**config.mk**
```make
export PLATFORM = sky130hd
export DESIGN_NAME = mem_port_arbiter
export DESIGN_NICKNAME = d
export VERILOG_FILES = /design/src/rtl/mem_arb_pkg.sv /design/src/rtl/mem_lane_unit.sv /design/src/rtl/mem_port_arbiter.sv
export SDC_FILE = /design/constraint.sdc
export NUM_CORES = 1
export LEC_CHECK = 0
export BUFFER_PORTS_ARGS = -buffer_cell sky130_fd_sc_hd__buf_2
export CAP_MARGIN = 20
export CORE_MARGIN = 10
export CORE_UTILIZATION = 57
export DETAILED_ROUTE_END_ITERATION = 6
export PLACE_DENSITY_LB_ADDON = 0.08
export SYNTH_ARGS = -nofsm -noshare
export SYNTH_HDL_FRONTEND = slang
export SYNTH_HIERARCHICAL = 1
export SYNTH_SLANG_ARGS = --single-unit
```
**constraint.sdc**
```tcl
create_clock -name clk -period 7.06 [get_ports clk]
set_input_delay 1.765 -clock clk [delete_from_list [all_inputs] [get_ports clk]]
set_output_delay 1.765 -clock clk [all_outputs]
set_load 0.02 [all_outputs]
```
**src/rtl/mem_arb_pkg.sv**
```systemverilog
// Shared encodings for the IF/data memory port arbiter.
// Size codes, FSM states and the default fetch starvation limit.
package mem_arb_pkg;

  localparam logic [1:0] SZ_BYTE = 2'b00;
  localparam logic [1:0] SZ_HALF = 2'b01;
  localparam logic [1:0] SZ_WORD = 2'b10;

  localparam int STARVE_MAX_DEF = 4;

  typedef enum logic {
    IDLE,
    RMW_WR
  } arb_state_t;

endpackage

```
**src/rtl/mem_lane_unit.sv**
```systemverilog
// Byte/halfword lane handling: load extract/extend,
// store merge and misalignment detection.
module mem_lane_unit
  import mem_arb_pkg::*;
(
  input  logic [31:0] rd_word,
  input  logic [31:0] old_word,
  input  logic [31:0] wdata,
  input  logic [1:0]  off,
  input  logic [1:0]  size,
  input  logic        uns,
  output logic [31:0] ld_data,
  output logic [31:0] st_word,
  output logic        misalign,
  output logic        sub_word
);

  logic       is_b;
  logic       is_h;
  logic       is_w;
  logic [7:0]  b_lane;
  logic [15:0] h_lane;

  assign is_b = (size == SZ_BYTE);
  assign is_h = (size == SZ_HALF);
  assign is_w = size[1];

  assign b_lane = rd_word[{off, 3'b000} +: 8];
  assign h_lane = rd_word[{off[1], 4'b0000} +: 16];

  assign misalign = (is_h & off[0]) | (is_w & (|off));
  assign sub_word = ~is_w;

  always_comb begin
    ld_data = rd_word;
    unique case (1'b1)
      is_b: ld_data = {{24{~uns & b_lane[7]}}, b_lane};
      is_h: ld_data = {{16{~uns & h_lane[15]}}, h_lane};
      is_w: ld_data = rd_word;
    endcase
  end

  always_comb begin
    st_word = old_word;
    unique case (1'b1)
      is_b: st_word[{off, 3'b000} +: 8] = wdata[7:0];
      is_h: st_word[{off[1], 4'b0000} +: 16] = wdata[15:0];
      is_w: st_word = wdata;
    endcase
  end

endmodule

```
**src/rtl/mem_port_arbiter.sv**
```systemverilog
// Arbitrates fetch and load/store onto one single-ported memory,
// with sub-word RMW stores and fetch starvation protection.
module mem_port_arbiter
  import mem_arb_pkg::*;
#(
  parameter int ADDR_W     = 8,
  parameter int STARVE_MAX = STARVE_MAX_DEF
) (
  input  logic              clk,
  input  logic              rst_n,
  input  logic              if_req,
  input  logic [ADDR_W-1:0] if_addr,
  output logic              if_gnt,
  output logic              if_rvalid,
  output logic [31:0]       if_rdata,
  input  logic              d_req,
  input  logic              d_we,
  input  logic [1:0]        d_size,
  input  logic              d_unsigned,
  input  logic [ADDR_W-1:0] d_addr,
  input  logic [31:0]       d_wdata,
  output logic              d_gnt,
  output logic              d_rvalid,
  output logic [31:0]       d_rdata,
  output logic              d_misalign,
  output logic              mem_read,
  output logic              mem_write,
  output logic [ADDR_W-3:0] mem_addr,
  output logic [31:0]       mem_wdata,
  input  logic [31:0]       mem_rdata
);

  localparam int CW = $clog2(STARVE_MAX + 1);

  arb_state_t  state_q;
  arb_state_t  state_d;
  logic [CW-1:0] starve_q;
  logic [31:0] merge_q;

  logic        if_gnt_c;
  logic        d_gnt_c;
  logic        rd_c;
  logic        wr_c;
  logic        latch_c;
  logic        fetch_pri;
  logic [31:0] ld_data;
  logic [31:0] st_word;
  logic        mis;
  logic        sub;
  logic        unused_if_lo;

  assign unused_if_lo = ^if_addr[1:0];

  mem_lane_unit u_lane (
    .rd_word  (mem_rdata),
    .old_word (merge_q),
    .wdata    (d_wdata),
    .off      (d_addr[1:0]),
    .size     (d_size),
    .uns      (d_unsigned),
    .ld_data  (ld_data),
    .st_word  (st_word),
    .misalign (mis),
    .sub_word (sub)
  );

  assign fetch_pri = if_req && (starve_q == CW'(STARVE_MAX));

  always_comb begin
    state_d   = state_q;
    if_gnt_c  = 1'b0;
    d_gnt_c   = 1'b0;
    rd_c      = 1'b0;
    wr_c      = 1'b0;
    latch_c   = 1'b0;
    mem_addr  = d_addr[ADDR_W-1:2];
    mem_wdata = d_wdata;
    unique case (state_q)
      IDLE: begin
        if (d_req && !fetch_pri) begin
          if (mis) begin
            d_gnt_c = 1'b1;
          end else if (!d_we) begin
            d_gnt_c = 1'b1;
            rd_c    = 1'b1;
          end else if (!sub) begin
            d_gnt_c = 1'b1;
            wr_c    = 1'b1;
          end else begin
            rd_c    = 1'b1;
            latch_c = 1'b1;
            state_d = RMW_WR;
          end
        end else if (if_req) begin
          if_gnt_c = 1'b1;
          rd_c     = 1'b1;
          mem_addr = if_addr[ADDR_W-1:2];
        end
      end
      RMW_WR: begin
        d_gnt_c   = 1'b1;
        wr_c      = 1'b1;
        mem_wdata = st_word;
        state_d   = IDLE;
      end
      default: state_d = IDLE;
    endcase
  end

  assign if_gnt    = if_gnt_c & rst_n;
  assign d_gnt     = d_gnt_c & rst_n;
  assign mem_read  = rd_c & rst_n;
  assign mem_write = wr_c & rst_n;

  always_ff @(posedge clk or negedge rst_n) begin
    if (!rst_n) begin
      state_q <= IDLE;
    end else begin
      state_q <= state_d;
    end
  end

  // Counts every denied fetch cycle, including both RMW cycles.
  always_ff @(posedge clk or negedge rst_n) begin
    if (!rst_n) begin
      starve_q <= '0;
    end else if (if_gnt || !if_req) begin
      starve_q <= '0;
    end else if (starve_q != CW'(STARVE_MAX)) begin
      starve_q <= starve_q + 1'b1;
    end
  end

  always_ff @(posedge clk or negedge rst_n) begin
    if (!rst_n) begin
      merge_q <= '0;
    end else if (latch_c) begin
      merge_q <= mem_rdata;
    end
  end

  always_ff @(posedge clk or negedge rst_n) begin
    if (!rst_n) begin
      if_rvalid <= 1'b0;
      if_rdata  <= '0;
    end else begin
      if_rvalid <= if_gnt;
      if (if_gnt) begin
        if_rdata <= mem_rdata;
      end
    end
  end

  always_ff @(posedge clk or negedge rst_n) begin
    if (!rst_n) begin
      d_rvalid   <= 1'b0;
      d_misalign <= 1'b0;
      d_rdata    <= '0;
    end else begin
      d_rvalid   <= d_gnt;
      d_misalign <= d_gnt & mis;
      if (d_gnt) begin
        d_rdata <= (!d_we && !mis) ? ld_data : 32'd0;
      end
    end
  end

endmodule

```
==> impl_metrics.ini, run 1 <==
[critical_path]
crit_arrival_ns = 4.22
critical_path.startpoint_type = input pin
crit_start = d_size[1]
r2r-start = state_q$_DFF_PN0_
slowest_stage = sky130_fd_sc_hd__o21ai_0
timing.critical_path.required_ns = 5.30
setup.worst_path.class = in2out
worst_setup_ep_type = output port
timing.critical_path.slowest_cell_delay_ns = 0.66
worst_path_most_repeated_cell = sky130_fd_sc_hd__buf_2
cp_cell_sequence = buf_2, inv_1, o21ai_0, and4bb_2, nor3_4, buf_2
critical_path_peak_fanout = 38

[min_path]
timing.hold.worst.class = reg2reg
holdCritStartpoint = if_rdata[18]$_DFFE_PN0P_

[clock_network]
cts_tree = yes
tritoncts.num_buffers = 9
clock_insertion_delay_worst_skew_ns = 0.35
clock_sinks = 103
cts_hold_repair.buffers = 0
ctsRootBufferMaster = sky130_fd_sc_hd__clkbuf_16
cts-htree-levels = 3
max-clock-path-buffers = 2
post_cts_resized = 0
cts.clk_slew.worst_paths_ns = 0.07
post-cts-setup-buffer-count = 0

[placed_design]
port_buffers = 194
final_hpwl_dp_um = 15000
numPlacedInstances = 934
routabilityCongestion = 0.8573

[floorplanning]
chipHeight_um = 126.8
start_util = 0.5916
fp.coreArea_mm2 = 0.01098
die_x_um = 126.8
design.die.area_mm2 = 0.01607
boundaryPins = 197
num_rows = 38

[power]
ir_worst_vdd_v = 0.0001465
power_per_cell_area_mw_per_mm2 = 232.7
leakagePower_nw = 3.861
total_design_power_mw = 1.801

[sta]
max_slew.worst_pin.slew_ns = 0.8743
clock-skew-final_ns = 0.008017
setup_viol = 0
fin_crit_ns = 5.985
finalHoldViolations = 0
max_clock_freq_mhz = 167.1
rsz0062_at_grt = false
slew_viol_final = 0
worst_hold_slack_ns = 0.5110
setup-tns-final_ns = 0
maxSlewHeadroom = 0.4165
fin_crit_sh = 0.8477

[yosys]
syn_inst = 632
synth.ff_latch_count = 103
asyncSetResetFlopFracSynth = 1.000
synth.cells.most_frequent = 124 x sky130_fd_sc_hd__nand2_1, 103 x sky130_fd_sc_hd__dfrtp_1, 83 x sky130_fd_sc_hd__mux2_2, 42 x sky130_fd_sc_hd__mux2i_1, 40 x sky130_fd_sc_hd__inv_1
most_common_cell_in_the_synthesized_netlist = sky130_fd_sc_hd__nand2_1
synthTopCellsByArea = sky130_fd_sc_hd__dfrtp_1 40%, sky130_fd_sc_hd__mux2_2 14%, sky130_fd_sc_hd__nand2_1 7.2%, sky130_fd_sc_hd__mux2i_1 6.5%, sky130_fd_sc_hd__mux2_4 6.2%
synth_top_area_frac = 0.3967
postSynthAreaPerCell_um2 = 10.28
synthesis.nets = 727
synth_ff_type = sky130_fd_sc_hd__dfrtp_1
synth_edf_count = 0
synth-seq-area-share = 0.3967
synth_area_leader_cell = sky130_fd_sc_hd__dfrtp_1
synth_warnings = 6
netlist-cell-type-count = 49
syn_area_mm2 = 0.006497

[layout]
area_growth_syn_to_layout_pct = 19.12
final_core_util = 0.7047
drive_above_1_share = 0.4229
final_cells = 951
insertedDiodeCount = 0
num-nets-final = 901

[global_route]
first_pass_grt_wire_length_um = 31620
antenna_found_initial = 1
first_global_vias = 5689
gr-usage-all-layers = 0.2423
grt_start_max_net_pins = 58
gr-total-overflow = 0

[routing]
dr.first_iter.drc_count = 676
route.detailed.wl_per_inst_um = 21.26
route.vias.total = 5624
route.antenna.remaining_nets = 0
firstDrtPassIters = 7
route.detailed.vias_per_inst = 5.914
remaining_drc_errors = 3
routed_wl_um = 20220

[flow_run]
drv_cap = 0

[run_status]
violations_in_the_final_reports = DRC
status = finished with violations
==> through the flow <==
step           instance area [um2]  setup slack [ns]
2_1_floorplan                 6497             1.638
3_3_place_gp                  7443             1.250
3_5_place_dp                  7443             1.163
4_1_cts                       7725             1.168
5_1_grt                       7740            0.9835
6_report                      7740             1.075
==> worst max-delay path: cells and delay by family <==
family	cells	cell delay, ns
AOI/OAI and AO/OA	1	0.66
and+or+nand+nor	2	0.57
buffers and inverters	3	1.20
==> final cells by class <==
class,count,area (um2)
clock buffer,9,225.2
clock inverter,7,56.30
fill,870,3243
inverter,40,150.1
multi-input combinational,449,3507
sequential,103,2577
tap,140,175.2
timing repair buffer,203,1049
==> cells in the final DEF, fill, tap and decap left out, types with 3 or more instances in the layout <==
cell type,n
sky130_fd_sc_hd__buf_4,9
sky130_fd_sc_hd__nor3b_1,4
sky130_fd_sc_hd__o21ai_0,17
sky130_fd_sc_hd__a21oi_1,29
sky130_fd_sc_hd__o21ai_1,3
sky130_fd_sc_hd__clkinv_4,3
sky130_fd_sc_hd__mux2_4,27
sky130_fd_sc_hd__buf_2,193
sky130_fd_sc_hd__clkbuf_16,9
sky130_fd_sc_hd__a211o_1,6
sky130_fd_sc_hd__nor2_1,13
sky130_fd_sc_hd__ha_1,7
sky130_fd_sc_hd__dfrtp_1,103
sky130_fd_sc_hd__a222oi_1,8
sky130_fd_sc_hd__a221oi_1,7
sky130_fd_sc_hd__o221ai_1,8
sky130_fd_sc_hd__inv_1,40
sky130_fd_sc_hd__mux2i_1,42
sky130_fd_sc_hd__nand2b_1,10
sky130_fd_sc_hd__nand2_1,124
sky130_fd_sc_hd__nor2b_1,11
sky130_fd_sc_hd__a22o_1,18
sky130_fd_sc_hd__mux2_2,83
==> registers in the layout (all words and copies together) (netlist names) <==
| signal | cells |
|---|---|
| state_q | 1 |
| d_rvalid | 1 |
| d_misalign | 1 |
| starve_q | 3 |
| merge_q | 32 |
| if_rdata | 32 |
| if_rvalid | 1 |
| d_rdata | 32 |
==> cell families (layout without fill, tap and decap cells) <==
group                    count (synthesis)  after routing  synth area share
flip-flops                             103            103            0.3967
buffers and inverters                   80            259           0.06393
multiplexers                           152            152            0.2709
AO/OA/AOI/OAI                          109            109            0.1232
adder cells (fa/ha/maj)                  7              7           0.01348
AND/OR/NAND/NOR                        181            181            0.1317
==> where the power goes <==
group	internal (mW)	switching, mW	total (mW)
clock network	0.243	0.236	0.479
registers	0.696	0.0683	0.764
logic	0.246	0.312	0.558
==> routing by layer <==
layer | share of wire | track usage
met1 | 0.42 | 0.3129
met5 | 0.00069 | 0
met3 | 0.11 | 0.07289
met4 | 0.022 | 0.07435
met2 | 0.45 | 0.3818
==> final timing paths <==
| check | depth (start not counted) | end | slack, ns |
|---|---|---|---|
| min in group asynchronous | 2 | if_rdata[4]$_DFFE_PN0P_ | 1.55 |
| max reg2reg | 5 | if_rdata[19]$_DFFE_PN0P_ | 4.54 |
| min reg2reg | 1 | if_rdata[18]$_DFFE_PN0P_ | 0.51 |
| min | 1 | if_rdata[18]$_DFFE_PN0P_ | 0.51 |
| max in group asynchronous | 3 | d_rdata[27]$_DFFE_PN0P_ | 4.30 |
| max | 6 | d_gnt | 1.08 |
Note: power is estimated with default switching activity, not from simulation.
==> inputs of run 2 (changes only) <==
--- a/config.mk
+++ b/config.mk
@@ -8,7 +8,7 @@
 export BUFFER_PORTS_ARGS = -buffer_cell sky130_fd_sc_hd__buf_2
 export CAP_MARGIN = 20
 export CORE_MARGIN = 10
-export CORE_UTILIZATION = 57
+export CORE_UTILIZATION = 52
 export DETAILED_ROUTE_END_ITERATION = 6
 export PLACE_DENSITY_LB_ADDON = 0.08
 export SYNTH_ARGS = -nofsm -noshare
==> constraint.sdc (replaced) <==
create_clock -name clk -period 6 [get_ports clk]
set_input_delay 1.5 -clock clk [delete_from_list [all_inputs] [get_ports clk]]
set_output_delay 1.5 -clock clk [all_outputs]
set_load 0.02 [all_outputs]
==> impl_metrics.ini, run 2 (same netlist as run 1, synthesis figures left out) <==
[placed_design]
detailed_place.area_mm2 = 0.007508
numPlacedInstances = 965
place_ws_ns = 0.7938
routabilityCongestion = 0.8539
port_buffers = 194
final_hpwl_dp_um = 14890

[clock_network]
max-clock-path-buffers = 2
post_cts_resized = 0
ctsRootBufferMaster = sky130_fd_sc_hd__clkbuf_16
cts_tree = yes
clock_insertion_delay_worst_skew_ns = 0.35
cts_hold_repair.buffers = 0
cts.clk_slew.worst_paths_ns = 0.08
clock_sinks = 103
cts-htree-levels = 3
post-cts-setup-buffer-count = 0
tritoncts.num_buffers = 9

[layout]
num-nets-final = 903
drive_above_1_share = 0.4244
fin_area_mm2 = 0.007821
top_regs = d_rdata (32), if_rdata (32), merge_q (32)
final_common_cell = sky130_fd_sc_hd__buf_2
commonest_cells_after_routing_fill_and_taps_aside = 193 x sky130_fd_sc_hd__buf_2, 124 x sky130_fd_sc_hd__nand2_1, 103 x sky130_fd_sc_hd__dfrtp_1
area_growth_syn_to_layout_pct = 20.37
final_cells = 981
insertedDiodeCount = 0
final_core_util = 0.6458
layout.filler_cells = 1039

[routing]
remaining_drc_errors = 0
routed_wl_um = 20230
firstDrtPassIters = 6
route.vias.total = 5588
route.antenna.remaining_nets = 0
dr.first_iter.drc_count = 414
route.detailed.vias_per_inst = 5.696
route.detailed.wl_per_inst_um = 20.62

[min_path]
holdCritStartpoint = if_rdata[19]$_DFFE_PN0P_
timing.hold.worst.class = reg2reg

[sta]
fin_crit_sh = 0.8837
finalHoldViolations = 0
setup-tns-final_ns = 0
maxSlewHeadroom = 0.3809
fin_crit_ns = 5.302
final.setup.worst_slack_ns = 0.6980
setup_viol = 0
worst_hold_slack_ns = 0.5013
max_clock_freq_mhz = 188.6
clock-skew-final_ns = 0.008283
rsz0062_at_grt = false
slew_viol_final = 0
max_slew.worst_pin.slew_ns = 0.9286

[critical_path]
crit_arrival_ns = 3.80
worst_setup_ep_type = output port
critical_path.startpoint_type = input pin
r2r-start = state_q$_DFF_PN0_
setup.worst_path.class = in2out
crit_start = d_addr[1]
timing.critical_path.required_ns = 4.50
critical_path_peak_fanout = 36

[global_route]
grt_start_max_net_pins = 75
gr-usage-all-layers = 0.2253
antenna_found_initial = 1
first_pass_grt_wire_length_um = 31820
first_global_vias = 5881
gr-total-overflow = 0

[power]
leakagePower_nw = 3.892
total_design_power_mw = 2.176
ir_worst_vdd_v = 0.0001617
power_per_cell_area_mw_per_mm2 = 278.2

[floorplanning]
start_util = 0.5365
die_x_um = 131.8
num_rows = 40
chipHeight_um = 131.8
design.die.area_mm2 = 0.01737
boundaryPins = 197
fp.coreArea_mm2 = 0.01211

[flow_run]
drv_cap = 0

[run_status]
status = finished, final reports clean
-- run 2: path summary, 6_finish.rpt --
path | end | slack (ns) | cells past startpoint
min in group asynchronous | starve_q[2]$_DFFE_PN0P_ | 1.08 | 1
max reg2reg | merge_q[3]$_DFFE_PN0P_ | 3.58 | 4
max in group asynchronous | merge_q[22]$_DFFE_PN0P_ | 3.64 | 2
min reg2reg | if_rdata[19]$_DFFE_PN0P_ | 0.50 | 1
max | mem_wdata[26] | 0.70 | 9
min | if_rdata[19]$_DFFE_PN0P_ | 0.50 | 1
-- run 2: power breakdown --
part           leakage [nW]  switching, mW  internal, mW
clock                 0.156          0.287         0.334
sequential             1.29         0.0834         0.818
combinational          2.45          0.364         0.290
total                  3.89          0.734          1.44
-- run 2: metal layers --
layer / global-route usage / part of all wire
met1: 0.2812 / 0.42
met2: 0.3647 / 0.47
met3: 0.06593 / 0.085
met4: 0.07540 / 0.022
met5: 0 / 0.00040
-- run 2: area by class of cell --
class                   instances  area (um2)  share of cell area
flip-flops and latches        103        2577              0.3295
multi-input cells             449        3507              0.4484
well taps                     168       210.2             0.02688
inverters                      40       150.1             0.01920
clock buffers                   9       225.2             0.02880
repair buffers                205        1064              0.1360
clock inverters                 7       87.58             0.01120
-- run 2: critical path, stage by stage --
cell,delay (ns)
sky130_fd_sc_hd__buf_2,0.09
sky130_fd_sc_hd__buf_4,0.39
sky130_fd_sc_hd__ha_1,0.47
sky130_fd_sc_hd__nand2_1,0.16
sky130_fd_sc_hd__nor4_4,0.47
sky130_fd_sc_hd__a21oi_1,0.14
sky130_fd_sc_hd__o221ai_1,0.23
sky130_fd_sc_hd__mux2_2,0.19
sky130_fd_sc_hd__buf_2,0.16
==> inputs of run 3 (changes only) <==
--- a/config.mk
+++ b/config.mk
@@ -5,10 +5,11 @@
 export SDC_FILE = /design/constraint.sdc
 export NUM_CORES = 1
 export LEC_CHECK = 0
+export ABC_AREA = 1
 export BUFFER_PORTS_ARGS = -buffer_cell sky130_fd_sc_hd__buf_2
 export CAP_MARGIN = 20
 export CORE_MARGIN = 10
-export CORE_UTILIZATION = 52
+export CORE_UTILIZATION = 54
 export DETAILED_ROUTE_END_ITERATION = 6
 export PLACE_DENSITY_LB_ADDON = 0.08
 export SYNTH_ARGS = -nofsm -noshare
==> impl_metrics.ini, run 3 <==
[clock_network]
cts-htree-levels = 3
clock_insertion_delay_worst_skew_ns = 0.35
post-cts-setup-buffer-count = 0
ctsRootBufferMaster = sky130_fd_sc_hd__clkbuf_16
cts.clk_slew.worst_paths_ns = 0.06
clock_sinks = 103
cts_hold_repair.buffers = 0
post_cts_resized = 0
tritoncts.num_buffers = 9
cts_tree = yes
max-clock-path-buffers = 2

[routing]
dr.first_iter.drc_count = 648
route.antenna.remaining_nets = 0
routed_wl_um = 23960
route.vias.total = 7773
route.detailed.vias_per_inst = 5.220
route.detailed.wl_per_inst_um = 16.09
remaining_drc_errors = 0
firstDrtPassIters = 6

[layout]
num-nets-final = 1405
final_core_util = 0.6338
final_common_cell = sky130_fd_sc_hd__nand2_1
layout.filler_cells = 1355
area_growth_syn_to_layout_pct = 16.02
drive_above_1_share = 0.1874
commonest_cells_after_routing_fill_and_taps_aside = 642 x sky130_fd_sc_hd__nand2_1, 193 x sky130_fd_sc_hd__buf_2, 103 x sky130_fd_sc_hd__dfrtp_1
top_regs = d_rdata (32), if_rdata (32), merge_q (32)
insertedDiodeCount = 0

[critical_path]
crit_arrival_ns = 3.55
worst_setup_ep_type = output port
regToRegSetupSlack_ns = 3.70
r2r_cells = 6
critical_path.startpoint_type = input pin
r2r-start = state_q$_DFF_PN0_
setup.worst_path.class = in2out
timing.critical_path.required_ns = 4.50
reg_to_reg_endpoint = merge_q[12]$_DFFE_PN0P_
critical_path_peak_fanout = 18

[run_status]
status = finished, final reports clean

[placed_design]
routabilityCongestion = 0.9667
port_buffers = 194
final_hpwl_dp_um = 17670

[min_path]
holdCritStartpoint = d_rdata[18]$_DFFE_PN0P_
hold_path_depth = 2
timing.hold.worst.class = reg2reg
worst_hold_path.endpoint = d_rdata[18]$_DFFE_PN0P_

[sta]
maxSlewHeadroom = 0.3085
rsz0062_at_grt = false
fin_crit_ns = 5.052
max_clock_freq_mhz = 197.9
max_slew.worst_pin.slew_ns = 1.035
fin_crit_sh = 0.8420
slew_viol_final = 0
worst_hold_slack_ns = 0.4658
finalHoldViolations = 0
clock-skew-final_ns = 0.006197
setup-tns-final_ns = 0
setup_viol = 0

[power]
clkPwrFrac = 0.255
power_per_cell_area_mw_per_mm2 = 246.9
leakagePower_nw = 5.169
power.share.sequential = 0.431
ir_worst_vdd_v = 0.0001538
internal_power_mw = 1.292
swShare = 0.3716
netSwitchingPower_uw = 763.9
comb_power_share = 0.313

[yosys]
synth_top_area_frac = 0.3591
synth_edf_count = 0
synth_ff_type = sky130_fd_sc_hd__dfrtp_1
combinational_family_with_the_most_area_after_synthesis = simple AND/OR/NAND/NOR gates
synth_warnings = 6
synth_area_leader_cell = sky130_fd_sc_hd__dfrtp_1
synth-seq-area-share = 0.3591
postSynthAreaPerCell_um2 = 6.203
netlist-cell-type-count = 28
syn_area_mm2 = 0.007177
most_common_cell_in_the_synthesized_netlist = sky130_fd_sc_hd__nand2_1
synth_compound_gate_area_share = 0.07584
yosys.area_share.simple = 0.4501
post_synth_mux_area_share = 0
asyncSetResetFlopFracSynth = 1.000
synth.cells.most_frequent = 642 x sky130_fd_sc_hd__nand2_1, 103 x sky130_fd_sc_hd__dfrtp_1, 87 x sky130_fd_sc_hd__inv_1, 71 x sky130_fd_sc_hd__nand3_1, 59 x sky130_fd_sc_hd__nor2_1
synthTopCellsByArea = sky130_fd_sc_hd__dfrtp_1 36%, sky130_fd_sc_hd__nand2_1 34%, sky130_fd_sc_hd__nand3_1 5.0%, sky130_fd_sc_hd__inv_1 4.6%, sky130_fd_sc_hd__o21ai_0 3.6%
yosys.area_share.adder = 0.01220
synthesis.nets = 1252
synth-xor-area-share = 0.001220
syn_inst = 1157
synth.ff_latch_count = 103

[global_route]
gr-usage-all-layers = 0.2547
first_global_vias = 7274
first_pass_grt_wire_length_um = 37720
grt_start_max_net_pins = 68
antenna_found_initial = 0
gr-total-overflow = 0

[floorplanning]
die_x_um = 135.3
start_util = 0.5463
boundaryPins = 197
design.die.area_mm2 = 0.01830
fp.coreArea_mm2 = 0.01314
chipHeight_um = 135.3
num_rows = 42

[flow_run]
drv_cap = 0
## run 3: worst max path at each step
stage	start	slack, ns	cells after the start	to
global placement	d_addr[0]	1.01	10	d_gnt
global route	d_addr[0]	0.76	11	mem_wdata[30]
detailed placement	d_addr[0]	1.02	11	mem_wdata[28]
floorplan	d_addr[1]	1.05	12	d_gnt
finish	d_addr[0]	0.95	11	mem_wdata[25]
CTS	d_addr[0]	1.01	11	mem_wdata[28]
## run 3: cells by family (layout without fill, tap and decap cells)
family | Yosys count | after routing
adders and majority gates | 7 | 7
AOI/OAI and AO/OA | 89 | 89
buffers and inverters | 155 | 311
DFF | 103 | 103
and+or+nand+nor | 802 | 802
xor gates and xnor gates | 1 | 1
## run 3: stage by stage
| stage | std cells | power (mW) | instance area (um2) | setup WS [ns] |
|---|---|---|---|---|
| floorplan | 1157 | 1.299 | 7177 | 1.053 |
| global placement | 1475 | 1.526 | 8071 | 1.014 |
| detailed placement | 1475 | 1.540 | 8071 | 1.021 |
| CTS | 1489 | 2.062 | 8327 | 1.015 |
| global route | 1489 | 2.179 | 8327 | 0.7598 |
| finish | 1489 | 2.056 | 8327 | 0.9481 |
## run 3: power by group through the flow
stage               combinational [mW]  clock [mW]  sequential (mW)
floorplan                        0.345           0            0.955
global route                     0.721       0.559            0.899
global placement                 0.633           0            0.892
detailed placement               0.645           0            0.895
CTS                              0.646       0.532            0.884
finish                           0.644       0.525            0.887
## run 3: layer usage
layer	track usage	vias up	routed length, um
li1	-	3845	-
met1	0.3182	3524	9946
met2	0.4162	349	11200
met3	0.06528	55	2194
met4	0.09270	0	623
met5	0	-	0
## run 3: area by class of cell
type | count | area [um2] | share of cell area
tap | 176 | 220.2 | 0.02645
sequential | 103 | 2577 | 0.3095
clock inverter | 3 | 22.52 | 0.002705
clock buffer | 11 | 232.7 | 0.02795
multi-input combinational | 899 | 3871 | 0.4649
timing repair buffer | 204 | 1049 | 0.1259
inverter | 93 | 354.1 | 0.04252
## run 3: critical path: stages
cell and delay, ns:
sky130_fd_sc_hd__buf_2 0.28, sky130_fd_sc_hd__inv_1 0.16, sky130_fd_sc_hd__ha_1 0.47, sky130_fd_sc_hd__inv_1 0.31, sky130_fd_sc_hd__nand3_1 0.20, sky130_fd_sc_hd__o21ai_0 0.22
sky130_fd_sc_hd__nand2_1 0.07, sky130_fd_sc_hd__nand2_1 0.06, sky130_fd_sc_hd__nand2_1 0.05, sky130_fd_sc_hd__nand2_1 0.08, sky130_fd_sc_hd__buf_2 0.16
